[config.mk]
export PLATFORM = sky130hd
export DESIGN_NAME = sa_reduce_tree
export DESIGN_NICKNAME = d
export VERILOG_FILES = /design/src/rtl/sa_reduce_pkg.sv /design/src/rtl/sa_add_stage.sv /design/src/rtl/sa_reduce_tree.sv
export SDC_FILE = /design/constraint.sdc
export NUM_CORES = 1
export LEC_CHECK = 0
export CAP_MARGIN = 5
export CORE_ASPECT_RATIO = 1.2
export CORE_MARGIN = 10
export CORE_UTILIZATION = 25
export CTS_BUF_LIST = sky130_fd_sc_hd__clkbuf_8
export CTS_CLUSTER_DIAMETER = 60
export DETAILED_ROUTE_END_ITERATION = 12
export GPL_TIMING_DRIVEN = 0
export REMOVE_ABC_BUFFERS = 1
export SKIP_LAST_GASP = 1
export SYNTH_ARGS = -nofsm -noshare
export SYNTH_HDL_FRONTEND = slang
export SYNTH_SLANG_ARGS = --single-unit
[constraint.sdc]
create_clock -name clk -period 2.7 [get_ports clk]
set_input_delay 0.54 -clock clk [delete_from_list [all_inputs] [get_ports clk]]
set_output_delay 0.54 -clock clk [all_outputs]
set_load 0.02 [all_outputs]
[src/rtl/sa_reduce_pkg.sv]
// Shared defaults and sizing helpers for the systolic-array reduction tree.
package sa_reduce_pkg;

  localparam int unsigned DEF_NUM_CH = 8;
  localparam int unsigned DEF_IN_W   = 8;
  localparam int unsigned DEF_ACC_W  = 16;
  localparam int unsigned DEF_BEAT_W = 8;

  // Ceiling log2; returns 0 for v <= 1.
  function automatic int unsigned clog2(input int unsigned v);
    int unsigned r;
    r = 0;
    for (int unsigned i = 0; i < 32; i++) begin
      if ((64'd1 << i) < 64'(v)) r = i + 1;
    end
    return r;
  endfunction

  // Number of registered adder levels (L).
  function automatic int unsigned tree_levels(input int unsigned num_ch);
    return clog2(num_ch);
  endfunction

  // Channel count padded to the next power of two (P).
  function automatic int unsigned tree_width(input int unsigned num_ch);
    return 32'd1 << clog2(num_ch);
  endfunction

  // Width of the final tree sum (SUM_W = IN_W + L).
  function automatic int unsigned sum_width(input int unsigned in_w, input int unsigned num_ch);
    return in_w + clog2(num_ch);
  endfunction

endpackage

[src/rtl/sa_add_stage.sv]
// One registered level of the reduction tree: pairwise sums, one bit wider.
module sa_add_stage
  import sa_reduce_pkg::*;
#(
  parameter int unsigned PAIRS = 4,
  parameter int unsigned W     = 8
) (
  input  logic                   clk,
  input  logic                   reset,
  input  logic                   adv,
  input  logic [2*PAIRS*W-1:0]   operands,
  input  logic                   operands_valid,
  output logic [PAIRS*(W+1)-1:0] sums,
  output logic                   sums_valid
);

  // Capture pairwise sums and the valid bit; hold everything (bubbles too) on stall.
  always_ff @(posedge clk) begin
    if (reset) begin
      sums       <= '0;
      sums_valid <= 1'b0;
    end else if (adv) begin
      sums_valid <= operands_valid;
      for (int unsigned j = 0; j < PAIRS; j++) begin
        sums[j*(W+1) +: (W+1)] <= (W+1)'(operands[(2*j)*W +: W])
                                + (W+1)'(operands[(2*j+1)*W +: W]);
      end
    end
  end

endmodule

[src/rtl/sa_reduce_tree.sv]
// Masked, pipelined channel reduction with multi-beat accumulation.
// Optional build macro SA_REDUCE_SAT_EN: accumulator clamps and reports out_sat.
module sa_reduce_tree
  import sa_reduce_pkg::*;
#(
  parameter int unsigned NUM_CH = DEF_NUM_CH,
  parameter int unsigned IN_W   = DEF_IN_W,
  parameter int unsigned ACC_W  = DEF_ACC_W,
  parameter int unsigned BEAT_W = DEF_BEAT_W
) (
  input  logic                   clk,
  input  logic                   reset,
  input  logic                   in_valid,
  output logic                   in_ready,
  input  logic [NUM_CH*IN_W-1:0] in_data,
  input  logic [NUM_CH-1:0]      in_mask,
  input  logic                   in_last,
  output logic                   out_valid,
  input  logic                   out_ready,
  output logic [ACC_W-1:0]       out_data,
  output logic [BEAT_W-1:0]      out_beats,
  output logic                   out_sat
);

  localparam int unsigned P     = tree_width(NUM_CH);
  localparam int unsigned L     = tree_levels(NUM_CH);
  localparam int unsigned SUM_W = sum_width(IN_W, NUM_CH);

  logic              adv;
  logic [P*IN_W-1:0] masked;
  logic [L-1:0]      last_pipe;
  logic [SUM_W-1:0]  tree_sum;
  logic              tree_valid;
  logic              tree_last;

  assign adv      = !out_valid || out_ready;
  assign in_ready = adv;

  // Zero unselected channels and the power-of-two padding lanes.
  always_comb begin
    masked = '0;
    for (int unsigned k = 0; k < NUM_CH; k++) begin
      masked[k*IN_W +: IN_W] = in_mask[k] ? in_data[k*IN_W +: IN_W] : '0;
    end
  end

  for (genvar i = 0; i < L; i++) begin : g_lvl
    localparam int unsigned W     = IN_W + i;
    localparam int unsigned PAIRS = P >> (i + 1);
    logic [2*PAIRS*W-1:0]   operands;
    logic                   operands_valid;
    logic [PAIRS*(W+1)-1:0] sums;
    logic                   sums_valid;

    if (i == 0) begin : g_first
      assign operands       = masked;
      assign operands_valid = in_valid && adv;
    end else begin : g_next
      assign operands       = g_lvl[i-1].sums;
      assign operands_valid = g_lvl[i-1].sums_valid;
    end

    sa_add_stage #(.PAIRS(PAIRS), .W(W)) u_stage (
      .clk           (clk),
      .reset         (reset),
      .adv           (adv),
      .operands      (operands),
      .operands_valid(operands_valid),
      .sums          (sums),
      .sums_valid    (sums_valid)
    );
  end

  assign tree_sum   = g_lvl[L-1].sums;
  assign tree_valid = g_lvl[L-1].sums_valid;
  assign tree_last  = last_pipe[L-1];

  // Carry the group delimiter alongside the tree levels.
  always_ff @(posedge clk) begin
    if (reset) begin
      last_pipe <= '0;
    end else if (adv) begin
      last_pipe[0] <= in_last;
      for (int unsigned i = 1; i < L; i++) last_pipe[i] <= last_pipe[i-1];
    end
  end

  logic [ACC_W-1:0]  acc;
  logic [ACC_W-1:0]  acc_next;
  logic [BEAT_W-1:0] cnt;
  logic [BEAT_W-1:0] cnt_next;
  logic              sat;
  logic              sat_next;
  logic              overflow;

`ifdef SA_REDUCE_SAT_EN
  logic [ACC_W:0] acc_sum;

  // Clamp the running sum at full scale and flag the overflow.
  always_comb begin
    acc_sum  = {1'b0, acc} + (ACC_W+1)'(tree_sum);
    overflow = acc_sum[ACC_W];
    acc_next = overflow ? '1 : acc_sum[ACC_W-1:0];
  end
`else
  // Running sum wraps modulo 2^ACC_W; no saturation is ever reported.
  always_comb begin
    overflow = 1'b0;
    acc_next = acc + ACC_W'(tree_sum);
  end
`endif

  assign sat_next = sat | overflow;
  assign cnt_next = (cnt == '1) ? cnt : cnt + 1'b1;

  // Accumulate beats; on the last beat publish the group and clear for the next.
  always_ff @(posedge clk) begin
    if (reset) begin
      acc       <= '0;
      cnt       <= '0;
      sat       <= 1'b0;
      out_valid <= 1'b0;
      out_data  <= '0;
      out_beats <= '0;
      out_sat   <= 1'b0;
    end else if (adv) begin
      if (tree_valid && tree_last) begin
        out_data  <= acc_next;
        out_beats <= cnt_next;
        out_sat   <= sat_next;
        out_valid <= 1'b1;
        acc       <= '0;
        cnt       <= '0;
        sat       <= 1'b0;
      end else begin
        out_valid <= 1'b0;
        if (tree_valid) begin
          acc <= acc_next;
          cnt <= cnt_next;
          sat <= sat_next;
        end
      end
    end
  end

endmodule

==> Yosys cells after proc, flatten, opt, wreduce, memory -nomap -nowiden <==
Cells that the tools add are included.
{ "totals": {"regBits": 122, "latchBits": 0, "ram_bits": 0, "mem_bits_ro": 0, "in_bits": 77, "output_inout_bits": 27, "n_memories": 0} }
{ "classes": {"addsub": 9, "mul": 0, "div": 0, "magnitude_cmp": 0, "eq_ne": 1, "shift": 0, "mux": 14, "bitwise_logic": 0, "n_reduce_logical": 7} }
{ "ops": {"columns": ["operator", "n"], "rows": [
  ["$mux 8", 11],
  ["$add 8x8->9", 4],
  ["$mux 16", 2],
  ["$add 9x9->10", 2],
  ["$add 16x11->16", 1],
  ["$add 10x10->11", 1],
  ["$add 8x1->8 const B", 1],
  ["$eq 8x8->1 const B", 1],
  ["$reduce_and 2->1", 2],
  ["$logic_and 1x1->1", 2],
  ["$reduce_bool 2->1", 1],
  ["$logic_not 1->1", 1],
  ["$logic_or 1x1->1", 1],
  ["$mux 1", 1]
]} }

==> Depth between registers and ports, before layout <==
Gate-level depths: netlist of the first run.
{ "depth": {"word_depth": 4, "mapped_depth": 8} }

==> By module <==
Synthesis of the first run repeated with hierarchy kept, for this count alone.
{ "unflattened": {"cells_unflattened": 1001, "hier_area_um2": 8308.0} }
{ "modules_own_cells": {"columns": ["mod", "n_inst", "cells_per_inst", "area_each_um2", "seq_area_each_um2"], "rows": [
  ["sa_reduce_tree", 1, 391, 3054.2, 1041.0],
  ["sa_add_stage at g_lvl[0].u_stage", 1, 325, 2811.4, 740.7],
  ["sa_add_stage at g_lvl[1].u_stage", 1, 186, 1579.0, 420.4],
  ["sa_add_stage at g_lvl[2].u_stage", 1, 99, 863.3, 240.2]
]} }

==> Worst setup path after synthesis of the first run <==
No wires, ideal clock.
{ "synth_path": {"kind": "in2reg", "start": "input port in_data[48]", "end": "register g_lvl[0].u_stage.sums[33]", "arrival_time_ps": 2100, "required_ps": 2621, "path_slack_ps": 521, "path_stages": 8, "n_path_buf": 0, "cell_sequence": "and2_1 -> ha_1 -> fa_1 -> a21o_1 -> a21oi_1 -> o21ai_0 -> and2_1 -> o211ai_1"} }
{ "synth_via": {"elab_chain_len": 2} }
{ "synth_lines": {"columns": ["element", "line", "text"], "rows": [
  ["from (decl)", "sa_reduce_tree.sv:15", "input logic [NUM_CH*IN_W-1:0] in_data,"],
  ["$mux 8", "sa_reduce_tree.sv:43", "masked[k*IN_W +: IN_W] = in_mask[k] ? in_data[k*IN_W +: IN_W] : '0;"],
  ["$add 8x8->9", "sa_add_stage.sv:26", "+ (W+1)'(operands[(2*j+1)*W +: W]);"],
  ["to (signal, indexed assignment)", "sa_add_stage.sv:25", "sums[j*(W+1) +: (W+1)] <= (W+1)'(operands[(2*j)*W +: W])"],
  ["to (decl)", "sa_add_stage.sv:13", "output logic [PAIRS*(W+1)-1:0] sums,"]
]} }
Every way passes these cells.
A chain may end at the register's enable or synchronous reset.

==> Final worst setup path of the first run <==
{ "layout_path": {"start": "input port out_ready", "end": "output port in_ready"} }
{ "layout_via": {"elab_chain_len": 1} }
{ "layout_lines": {"columns": ["element", "line", "text"], "rows": [
  ["from (decl)", "sa_reduce_tree.sv:19", "input logic out_ready,"],
  ["$logic_or 1x1->1", "sa_reduce_tree.sv:36", "assign adv = !out_valid || out_ready;"],
  ["to (decl)", "sa_reduce_tree.sv:14", "output logic in_ready,"]
]} }
Every way passes these cells.

==> results.md, run 1 <==
* Final core utilization at 31.56%
* WL/cell at 13.66 µm
* CP Class: primary input to primary output
* Arr. time, crit path at 2.06 ns
* Vias in the first global route at 6987
* Synth Area in Simple Gates at 24.66%
* Post-synthesis mux area share at 0.4009%
* Die Y-Extent at 213.5 µm
* Remaining Overflow, GRT at 0
* FF/Latch Area at 2442 µm²
* Number of DRC markers in iteration 0 at 286
* DP HPWL at 14690 µm
* FILL cells at 3307
* Final WL at 19780 µm
* CP Capture Type: primary output
* Max-slew violations at 0
* Placed cells at 1414
* Starting density of the core at 25.45%
* Status: finished, final reports clean
* Fin Clk Skew at 0.009944 ns
* Final Hold Viols at 0
* Hold path startpoint: out_beats[0]
* Max-capacitance violation count at 0
* CTS tree: yes
* CTS sink count at 122
* Nets at 1196
* Fmax at 384.3 MHz
* Tot Pwr at 4.500 mW
* P per Cell Area at 465.2 nW/µm²
* Die width at 181.3 µm
* Worst Tran Pin Value at 0.6821 ns
* Final ANT Viol Nets at 0
* Worst Path Required at 2.16 ns
* PortBufs at 102
* Post-Syn Area at 7802 µm²
* HP Class: flip-flop to flip-flop
* Synth Area in XOR/XNOR at 3.143%
* Core area at 30650 µm²
* Gate count after technology mapping at 958
* Clock Path Buffers at 2
* TritonRoute pass-1 iters at 5
* Post-synth ARST share at 0%
* Global-route usage over all layers at 10.21%
* Clock Latency Late Sink at 0.45 ns
* Startpoint Class: primary input
* Area growth syn-to-layout at 23.99%
* Initial antenna violation count at 0
* Pleak at 3.919 nW
* Post-route cell area at 9674 µm²
* Crit Path Max Fanout at 70
* Dpl ws at -1.546 ns
* Die area at 38710 µm²
* Slew margin rel. at 54.32%
* Synthesis Warnings at 0
* Top_reg_cell synth: dfxtp_1
* Fin crit period at 2.602 ns
* Finished Layout Cells at 1448
* CTS Hold Bufs at 0
* Largest net degree at the start of global routing at 78
* RSZ-0062 raised after global routing: false
* CTS buffer count at 17
* Fin crit share at 96.37%
* Hold slack at 0.4530 ns
* Area of the multi-input gates at 5116 µm²
* Setup violators final at 0
* First-pass GRT wire length at 33280 µm
* Post-synthesis adder-cell area fraction at 13.60%
* H-tree depth at 4
* Reg2Reg Setup Slack at 0.43 ns
* Worst Setup SP: out_ready
* I/O pins at 104
* Via/cell ratio at 4.818
* CTS root buf: clkbuf_8
* Floorplan row count at 70
* Seq cells post-synth at 122
* Post-synth EDFFs at 0
* Syn_area_per_cell at 8.145 µm²
* Drc violations at 0
* GPL Wtd Cong at 0.8357
* VDD IR max at 0.2844 mV
* Largest family of logic cells by synthesized area: simple AND/OR/NAND/NOR gates
* Post-DP Area at 9246 µm²
* Final setup TNS at 0 ns
* Sequential share of the synthesized area at 31.30%
* Final worst setup slack at 0.09814 ns
* Clock Pin Slew Worst Setup and Hold Paths at 0.07 ns
* R2r startpoint: g_lvl[2].u_stage.sums[0]
* Layout cells sized above 1 at 4.943%
* DR vias at 6976
* Count of cell types in the netlist at 62
* Compound-gate portion of the synthesized area at 23.44%
* Antenna fix cells at 0
-- layout make-up --
cell class | instances | area share (%)
clock buffer | 19 | 2.703
clock inverter | 13 | 1.410
inverter | 22 | 0.9829
multi-input combinational | 768 | 52.88
sequential | 122 | 25.25
tap | 396 | 5.122
timing repair buffer | 108 | 11.65
-- where the power goes --
| part | switching (mW) | internal (mW) |
|---|---|---|
| logic | 0.438 | 0.429 |
| registers | 0.0744 | 1.91 |
| clock network | 0.714 | 0.938 |
-- worst max-delay path, stage by stage --
cell and delay (ns):
clkdlybuf4s50_1 0.59, nor2b_4 0.08, buf_12 0.17, inv_12 0.23, dlygate4sd2_1 0.40
-- flip-flops by register name, indices dropped and copies added, names as in the netlist --
register / cells
acc: 16
cnt: 8
g_lvl.u_stage.sums: 67
g_lvl.u_stage.sums_valid: 3
last_pipe: 3
out_beats: 8
out_data: 16
out_valid: 1
-- synthesized netlist by cell type, types with 10 or more instances --
cell type | number | share of area [%]
a211oi_1 | 16 | 1.5
a21o_1 | 19 | 1.8
a21oi_1 | 95 | 6.1
a31oi_1 | 10 | 0.80
and2_1 | 71 | 5.7
clkbuf_1 | 37 | 1.8
dfxtp_1 | 122 | 31
ha_1 | 72 | 12
inv_1 | 21 | 1.0
nand2_1 | 98 | 4.7
nand3_1 | 55 | 3.5
nor2_1 | 49 | 2.4
nor2b_1 | 10 | 0.80
nor3_1 | 29 | 1.9
o211ai_1 | 13 | 1.3
o21a_1 | 21 | 2.0
o21ai_0 | 36 | 2.3
or3_1 | 22 | 1.8
xnor2_1 | 16 | 1.8
xor2_1 | 12 | 1.3
-- final timing paths --
check,end,cells after the start
worst max-delay path,in_ready,5
worst min-delay path,out_beats[0],2
worst max register to register,acc[12],7
worst min register to register,out_beats[0],2
-- kinds of logic (layout without fill, tap and decap cells) --
logic type,Yosys count,after routing
flip-flops,122,122
multiplexers,3,3
other,1,1
XOR/XNOR,28,28
buffers and inverters,69,162
AO/OA/AOI/OAI,278,278
adder cells (fa/ha/maj),80,80
AND/OR/NAND/NOR,377,378
-- repair_timing --
action                     CTS  global route
setup endpoints to repair   37             0
gates resized for setup      6             0
setup buffers                1             0
-- cells in the final DEF, fill, tap and decap left out, types with 4 or more instances in the layout --
| master | n |
|---|---|
| a22oi_1 | 5 |
| o211ai_1 | 13 |
| nor2_1 | 48 |
| nor3_1 | 29 |
| clkdlybuf4s50_1 | 100 |
| o31a_1 | 6 |
| or3_1 | 22 |
| xor2_1 | 12 |
| o21ai_0 | 36 |
| and3_1 | 8 |
| clkinv_2 | 4 |
| a31oi_1 | 10 |
| o21a_1 | 21 |
| o31ai_1 | 8 |
| a21o_1 | 19 |
| o22ai_1 | 4 |
| nand3b_1 | 4 |
| a2111o_1 | 4 |
| or2_2 | 5 |
| dfxtp_1 | 122 |
| ha_1 | 72 |
| o221ai_1 | 4 |
| or4_1 | 4 |
| nand2_1 | 97 |
| o2111ai_1 | 6 |
| and2_1 | 71 |
| a211o_1 | 6 |
| inv_1 | 25 |
| a21oi_1 | 95 |
| nor4b_1 | 9 |
| nand3_1 | 55 |
| fa_1 | 8 |
| xnor2_1 | 16 |
| clkbuf_8 | 19 |
| nor2b_1 | 9 |
| a211oi_1 | 16 |
| nand4_1 | 5 |
-- metal layers --
layer | global-route usage (%) | part of all wire, %
met4 | 2.977 | 1.1
met3 | 2.479 | 3.7
met2 | 17.73 | 49
met5 | 0 | 0
met1 | 12.27 | 46
No activity file was read; power rests on OpenSTA's default activity.
==> run 2, diff against run 1 <==
--- a/config.mk
+++ b/config.mk
@@ -7,10 +7,11 @@
 export LEC_CHECK = 0
 export CAP_MARGIN = 5
 export CORE_ASPECT_RATIO = 1.2
-export CORE_MARGIN = 10
+export CORE_MARGIN = 2
 export CORE_UTILIZATION = 25
 export CTS_BUF_LIST = sky130_fd_sc_hd__clkbuf_8
 export CTS_CLUSTER_DIAMETER = 60
+export CTS_CLUSTER_SIZE = 24
 export DETAILED_ROUTE_END_ITERATION = 12
 export GPL_TIMING_DRIVEN = 0
 export REMOVE_ABC_BUFFERS = 1
==> run 2 against run 1 <==
Against the previous run:
- clock power shrank 5%
- sequential share of layout area fell by 0.13 points
- global-route usage grew 1.8 points
- flip-flop and latch count is the same
- clock skew is 0.0048 ns higher
- register-to-register slack worse by 0.03 ns
- critical path depth is the same
- power decreased by 1.7%
- via count is 1.5% higher
- cell area rose by 0.50%
- hold slack lost 0.023 ns
- critical path type unchanged
- critical endpoint unchanged
- largest cell class unchanged
- largest power group unchanged
==> results.md, run 2 (same netlist as run 1, synthesis figures left out) <==
* H-tree depth at 4 (unchanged)
* Pleak at 3.902 nW (-0.43%)
* CTS buffer count at 17 (unchanged)
* Slew margin rel. at 52.16% (-2.2 points)
* Tot Pwr at 4.424 mW (-1.7%)
* Placed cells at 1414 (unchanged)
* GPL Wtd Cong at 0.8280 (-0.92%)
* Fin crit period at 2.583 ns (-0.01866 ns)
* P per Cell Area at 455.0 nW/µm² (-2.2%)
* Startpoint Class: primary input
* Finished Layout Cells at 1450 (+0.14%)
* Largest net degree at the start of global routing at 88 (+13%)
* Antenna fix cells at 0 (unchanged)
* Arr. time, crit path at 2.04 ns (-0.02 ns)
* Clock Latency Late Sink at 0.45 ns (about the same)
* Core area at 30570 µm² (-0.29%)
* CTS sink count at 122 (unchanged)
* Status: finished, final reports clean
* RSZ-0062 raised after global routing: false
* Largest Register: g_lvl.u_stage.sums
* Crit Path Max Fanout at 70 (unchanged)
* Die width at 165.3 µm (-8.8%)
* HP Class: primary input to flip-flop
* CTS Hold Bufs at 0 (unchanged)
* Commonest non-fill, non-tap cell in the layout: dfxtp_1
* WL/cell at 13.35 µm (-2.3%)
* Starting density of the core at 25.53% (+0.073 points)
* CTS tree: yes
* Final ANT Viol Nets at 0 (unchanged)
* Setup violators final at 0 (unchanged)
* PortBufs at 102 (unchanged)
* Drc violations at 0 (unchanged)
* Floorplan row count at 70 (unchanged)
* Die Y-Extent at 197.5 µm (-7.5%)
* TritonRoute pass-1 iters at 5 (unchanged)
* Layout cells sized above 1 at 5.503% (+0.56 points)
* Fin crit share at 95.67% (-0.69 points)
* Clock Path Buffers at 2 (unchanged)
* Global-route usage over all layers at 11.99% (+1.8 points)
* Number of DRC markers in iteration 0 at 284 (-0.70%)
* Initial antenna violation count at 0 (unchanged)
* Final Hold Viols at 0 (unchanged)
* Commonest cells after routing, fill and taps aside: 122 x dfxtp_1, 100 x clkdlybuf4s50_1, 97 x nand2_1
* DP HPWL at 13750 µm (-6.4%)
* Worst Tran Pin Value at 0.7144 ns (+0.03235 ns)
* Area growth syn-to-layout at 24.62%
* Final WL at 19360 µm (-2.1%)
* CP Class: primary input to primary output
* Worst Path Required at 2.16 ns (about the same)
* Fmax at 387.1 MHz (+0.72%)
* First-pass GRT wire length at 31860 µm (-4.3%)
* Largest register FFs at 67 (unchanged)
* Max-slew violations at 0 (unchanged)
* Fin Clk Skew at 0.01476 ns (+0.004819 ns)
* Final core utilization at 31.81% (+0.25 points)
* DR vias at 7081 (+1.5%)
* I/O pins at 104 (unchanged)
* Remaining Overflow, GRT at 0 (unchanged)
* Biggest registers after layout: g_lvl.u_stage.sums x67, acc x16, out_data x16
* Vias in the first global route at 6667 (-4.6%)
* Nets at 1198 (+0.17%)
* CP Capture Type: primary output
* CTS root buf: clkbuf_8
* Via/cell ratio at 4.883 (+1.4%)
* Reg2Reg Setup Slack at 0.40 ns (-0.03 ns)
* Clock Pin Slew Worst Setup and Hold Paths at 0.08 ns (about the same)
* VDD IR max at 0.3065 mV (+7.8%)
* Max-capacitance violation count at 0 (unchanged)
* Die area at 32650 µm² (-16%)
* Final setup TNS at 0 ns (unchanged)
## run 2: cell types whose count changed in the layout (fill, tap and decap cells not counted), moves of 2 or more
cell,before,now
clkinv_2,4,0
inv_6,0,2
inv_1,25,21
clkinvlp_4,1,7
clkinv_4,0,2
buf_16,1,3
bufinv_16,3,1
## run 2: critical path, cell delays in order
cell and delay, ns:
clkdlybuf4s50_1 0.61, nor2b_4 0.10, buf_12 0.18, inv_16 0.19, dlygate4sd2_1 0.39
## run 2: final cells by class
| class | count | area, µm² |
|---|---|---|
| Clock inverter | 13 | 121.4 |
| Fill cell | 3215 | 20840 |
| Tap cell | 396 | 495.5 |
| Inverter | 22 | 98.84 |
| Timing Repair Buffer | 110 | 1187 |
| Clock buffer | 19 | 261.5 |
| Sequential cell | 122 | 2442 |
| Multi-Input combinational cell | 768 | 5116 |
## run 2: what timing repair did
| item | 4_1_cts | 5_1_grt |
|---|---|---|
| endpoints found under the setup margin | 41 | 1 |
| gates cloned | 2 | 0 |
| buffers inserted | 1 | 1 |
| gates resized for setup | 7 | 0 |
## run 2: final timing paths
path	start	to	cells past startpoint
hold / removal	reset	cnt[7]	2
setup reg to reg	g_lvl[2].u_stage.sums[0]	acc[12]	7
setup / recovery	out_ready	in_ready	5
hold reg to reg	last_pipe[0]	last_pipe[0]	2
## run 2: where the power goes
| group | switching, mW | leakage, nW | internal (mW) |
|---|---|---|---|
| Clock | 0.796 | 0.174 | 0.778 |
| Sequential | 0.0750 | 0.996 | 1.91 |
| Combinational | 0.440 | 2.73 | 0.430 |
## run 2: metal layers
layer / part of all wire, % / global-route usage, % / vias to the layer above
li1: - / - / 3670
met1: 47 / 14.53 / 3283
met2: 49 / 21.25 / 109
met3: 3.1 / 2.624 / 19
met4: 1.2 / 3.156 / 0
met5: 0 / 0 / -
## run 2: per-stage QoR
stage | area, µm² | hold slack, ns | worst slack, ns
floorplan | 7620 | 0.4260 | -3.987
global placement | 9136 | 0.4418 | -8.597
detailed placement | 9266 | 0.4450 | -1.629
CTS | 9716 | 0.4156 | 0.002103
global route | 9723 | 0.4174 | 0.04543
finish | 9723 | 0.4298 | 0.1168
==> run 3, diff against run 2 <==
--- a/config.mk
+++ b/config.mk
@@ -11,7 +11,7 @@
 export CORE_UTILIZATION = 25
 export CTS_BUF_LIST = sky130_fd_sc_hd__clkbuf_8
 export CTS_CLUSTER_DIAMETER = 60
-export CTS_CLUSTER_SIZE = 24
+export CTS_CLUSTER_SIZE = 14
 export DETAILED_ROUTE_END_ITERATION = 12
 export GPL_TIMING_DRIVEN = 0
 export REMOVE_ABC_BUFFERS = 1
==> constraint.sdc (replaced) <==
create_clock -name clk -period 2.7 [get_ports clk]
set_input_delay 0.54 -clock clk [delete_from_list [all_inputs] [get_ports clk]]
set_output_delay 0.54 -clock clk [all_outputs]
set_load 0.005 [all_outputs]
==> run 3 against run 2 <==
Against the previous run:
- global-route usage is 0.28 points higher
- hold slack improved by 0.0046 ns
- register-to-register slack hardly changed
- first-iteration DRC count increased by 3.5%
- largest cell class unchanged
- routed wire length is 1.8% higher
- sequential share of layout area about the same
- final cell count about the same
- combinational power barely moved
- count of clock-buffer cells in the layout stayed put
- fmax rose by 3.2%
- largest power group unchanged
- critical path depth down 1
==> results.md, run 3 (same netlist as run 1, synthesis figures left out) <==
* I/O pins at 104 (unchanged)
* CP Capture Type: primary output
* Die area at 32650 µm² (unchanged)
* Startpoint Class: flip-flop
* Vias in the first global route at 6716 (+0.73%)
* TritonRoute pass-1 iters at 4 (-1)
* Remaining Overflow, GRT at 0 (unchanged)
* Die width at 165.3 µm (unchanged)
* CTS buffer count at 17 (unchanged)
* Layout cells sized above 1 at 5.592% (+0.090 points)
* CTS Hold Bufs at 0 (unchanged)
* Commonest non-fill, non-tap cell in the layout: dfxtp_1
* Core area at 30570 µm² (unchanged)
* Fin crit share at 92.68% (-3.0 points)
* RSZ-0062 raised after global routing: false
* Clock Path Buffers at 2 (unchanged)
* CTS root buf: clkbuf_8
* Final WL at 19710 µm (+1.8%)
* DP HPWL at 13750 µm (unchanged)
* Antenna fix cells at 0 (unchanged)
* Slew margin rel. at 50.95% (-1.2 points)
* Initial antenna violation count at 0 (unchanged)
* GPL Wtd Cong at 0.8280 (unchanged)
* WL/cell at 13.58 µm (+1.8%)
* Arr. time, crit path at 1.96 ns (-0.08 ns)
* Fin crit period at 2.502 ns (-0.08089 ns)
* Clock Pin Slew Worst Setup and Hold Paths at 0.08 ns (about the same)
* Status: finished, final reports clean
* Final worst setup slack at 0.1977 ns (+0.08089 ns)
* Global-route usage over all layers at 12.27% (+0.28 points)
* Global-route track usage on met2 at 21.67% (+0.42 points)
* Worst Path Required at 2.16 ns (about the same)
* Nets at 1199 (+0.083%)
* Worst Tran Pin Value at 0.7324 ns (+0.01796 ns)
* Die Y-Extent at 197.5 µm (unchanged)
* Final setup TNS at 0 ns (unchanged)
* Number of DRC markers in iteration 0 at 294 (+3.5%)
* Floorplan row count at 70 (unchanged)
* Max-capacitance violation count at 0 (unchanged)
* GR Layer Usage met1 at 14.98% (+0.45 points)
* CTS sink count at 122 (unchanged)
* Via/cell ratio at 4.886 (about the same)
* Largest Register: g_lvl.u_stage.sums
* P per Cell Area at 454.8 nW/µm² (about the same)
* Area growth syn-to-layout at 24.73% (about the same)
* Pleak at 3.909 nW (+0.16%)
* Final Hold Viols at 0 (unchanged)
* DR vias at 7089 (+0.11%)
* VDD IR max at 0.3071 mV (+0.18%)
* Largest register FFs at 67 (unchanged)
* Clock Latency Late Sink at 0.45 ns (about the same)
* Tot Pwr at 4.426 mW (about the same)
* First-pass GRT wire length at 32460 µm (+1.9%)
* Crit Path Max Fanout at 35 (-50%)
* Starting density of the core at 25.53% (unchanged)
* Routing usage on met3 at 2.624% (unchanged)
* CTS tree: yes
* Setup violators final at 0 (unchanged)
* CP Class: flip-flop to primary output
* H-tree depth at 4 (unchanged)
* Dpl ws at -1.629 ns (unchanged)
* Max-slew violations at 0 (unchanged)
* PortBufs at 102 (unchanged)
* Commonest cells after routing, fill and taps aside: 122 x dfxtp_1, 100 x clkdlybuf4s50_1, 97 x nand2_1
* Final ANT Viol Nets at 0 (unchanged)
* HP Class: primary input to flip-flop
* Fin Clk Skew at 0.01089 ns (-0.003877 ns)
* GRT busiest layer: met2
* Largest net degree at the start of global routing at 88 (unchanged)
* Biggest registers after layout: g_lvl.u_stage.sums x67, acc x16, out_data x16
* Drc violations at 0 (unchanged)
* Fmax at 399.6 MHz (+3.2%)
## run 3: changes by cell type in the layout (fill, tap and decap cells not counted)
| cell | before | now |
|---|---|---|
| inv_6 | 2 | 3 |
## run 3: worst max-delay path: stages (launching register included)
cell	delay, ns
dfxtp_1	0.43
nor2b_4	0.26
buf_12	0.22
inv_16	0.10
clkdlybuf4s50_1	0.48
## run 3: what timing repair did
item	in CTS	in global routing
endpoints found under the setup margin	41	0
endpoints found under the hold margin	0	0
setup buffers	2	0
resized for setup	7	0
## run 3: where the power goes
group	switching [mW]	internal (mW)
sequential	0.0750	1.91
clock	0.800	0.778
combinational	0.438	0.430
## run 3: layout make-up
type,instances,area (µm²)
Multi-Input combinational cell,768,5116
Inverter,22,98.84
Sequential cell,122,2442
Timing Repair inverter,1,8.758
Clock inverter,13,121.4
Clock buffer,19,261.5
Fill cell,3217,20840
Timing Repair Buffer,110,1187
Tap cell,396,495.5
## run 3: routing by layer
metal	vias up	share of wire [%]	wire [µm]
li1	3676	-	-
met1	3282	46	9122
met2	107	49	9661
met3	24	3.2	633
met4	0	1.5	292
met5	-	0	0
## run 3: path summary, 6_finish.rpt
| kind | startpoint | end | slack (ns) | cells after the start |
|---|---|---|---|---|
| max | out_valid | in_ready | 0.20 | 4 |
| min | reset | cnt[7] | 0.43 | 2 |
| max reg2reg | g_lvl[2].u_stage.sums[0] | acc[12] | 0.40 | 7 |
| min reg2reg | last_pipe[0] | last_pipe[0] | 0.45 | 2 |
## run 3: stage by stage
step                      hold WS (ns)  cell area [µm²]  util [%]  std cells
after CTS                       0.4156             9732     31.84       1451
final                           0.4343             9732     31.84       1451
after floorplan                 0.4260             7620         -        911
after global placement          0.4418             9136     29.89       1409
after detailed placement        0.4450             9266     30.32       1414
after global routing            0.4174             9732     31.84       1451
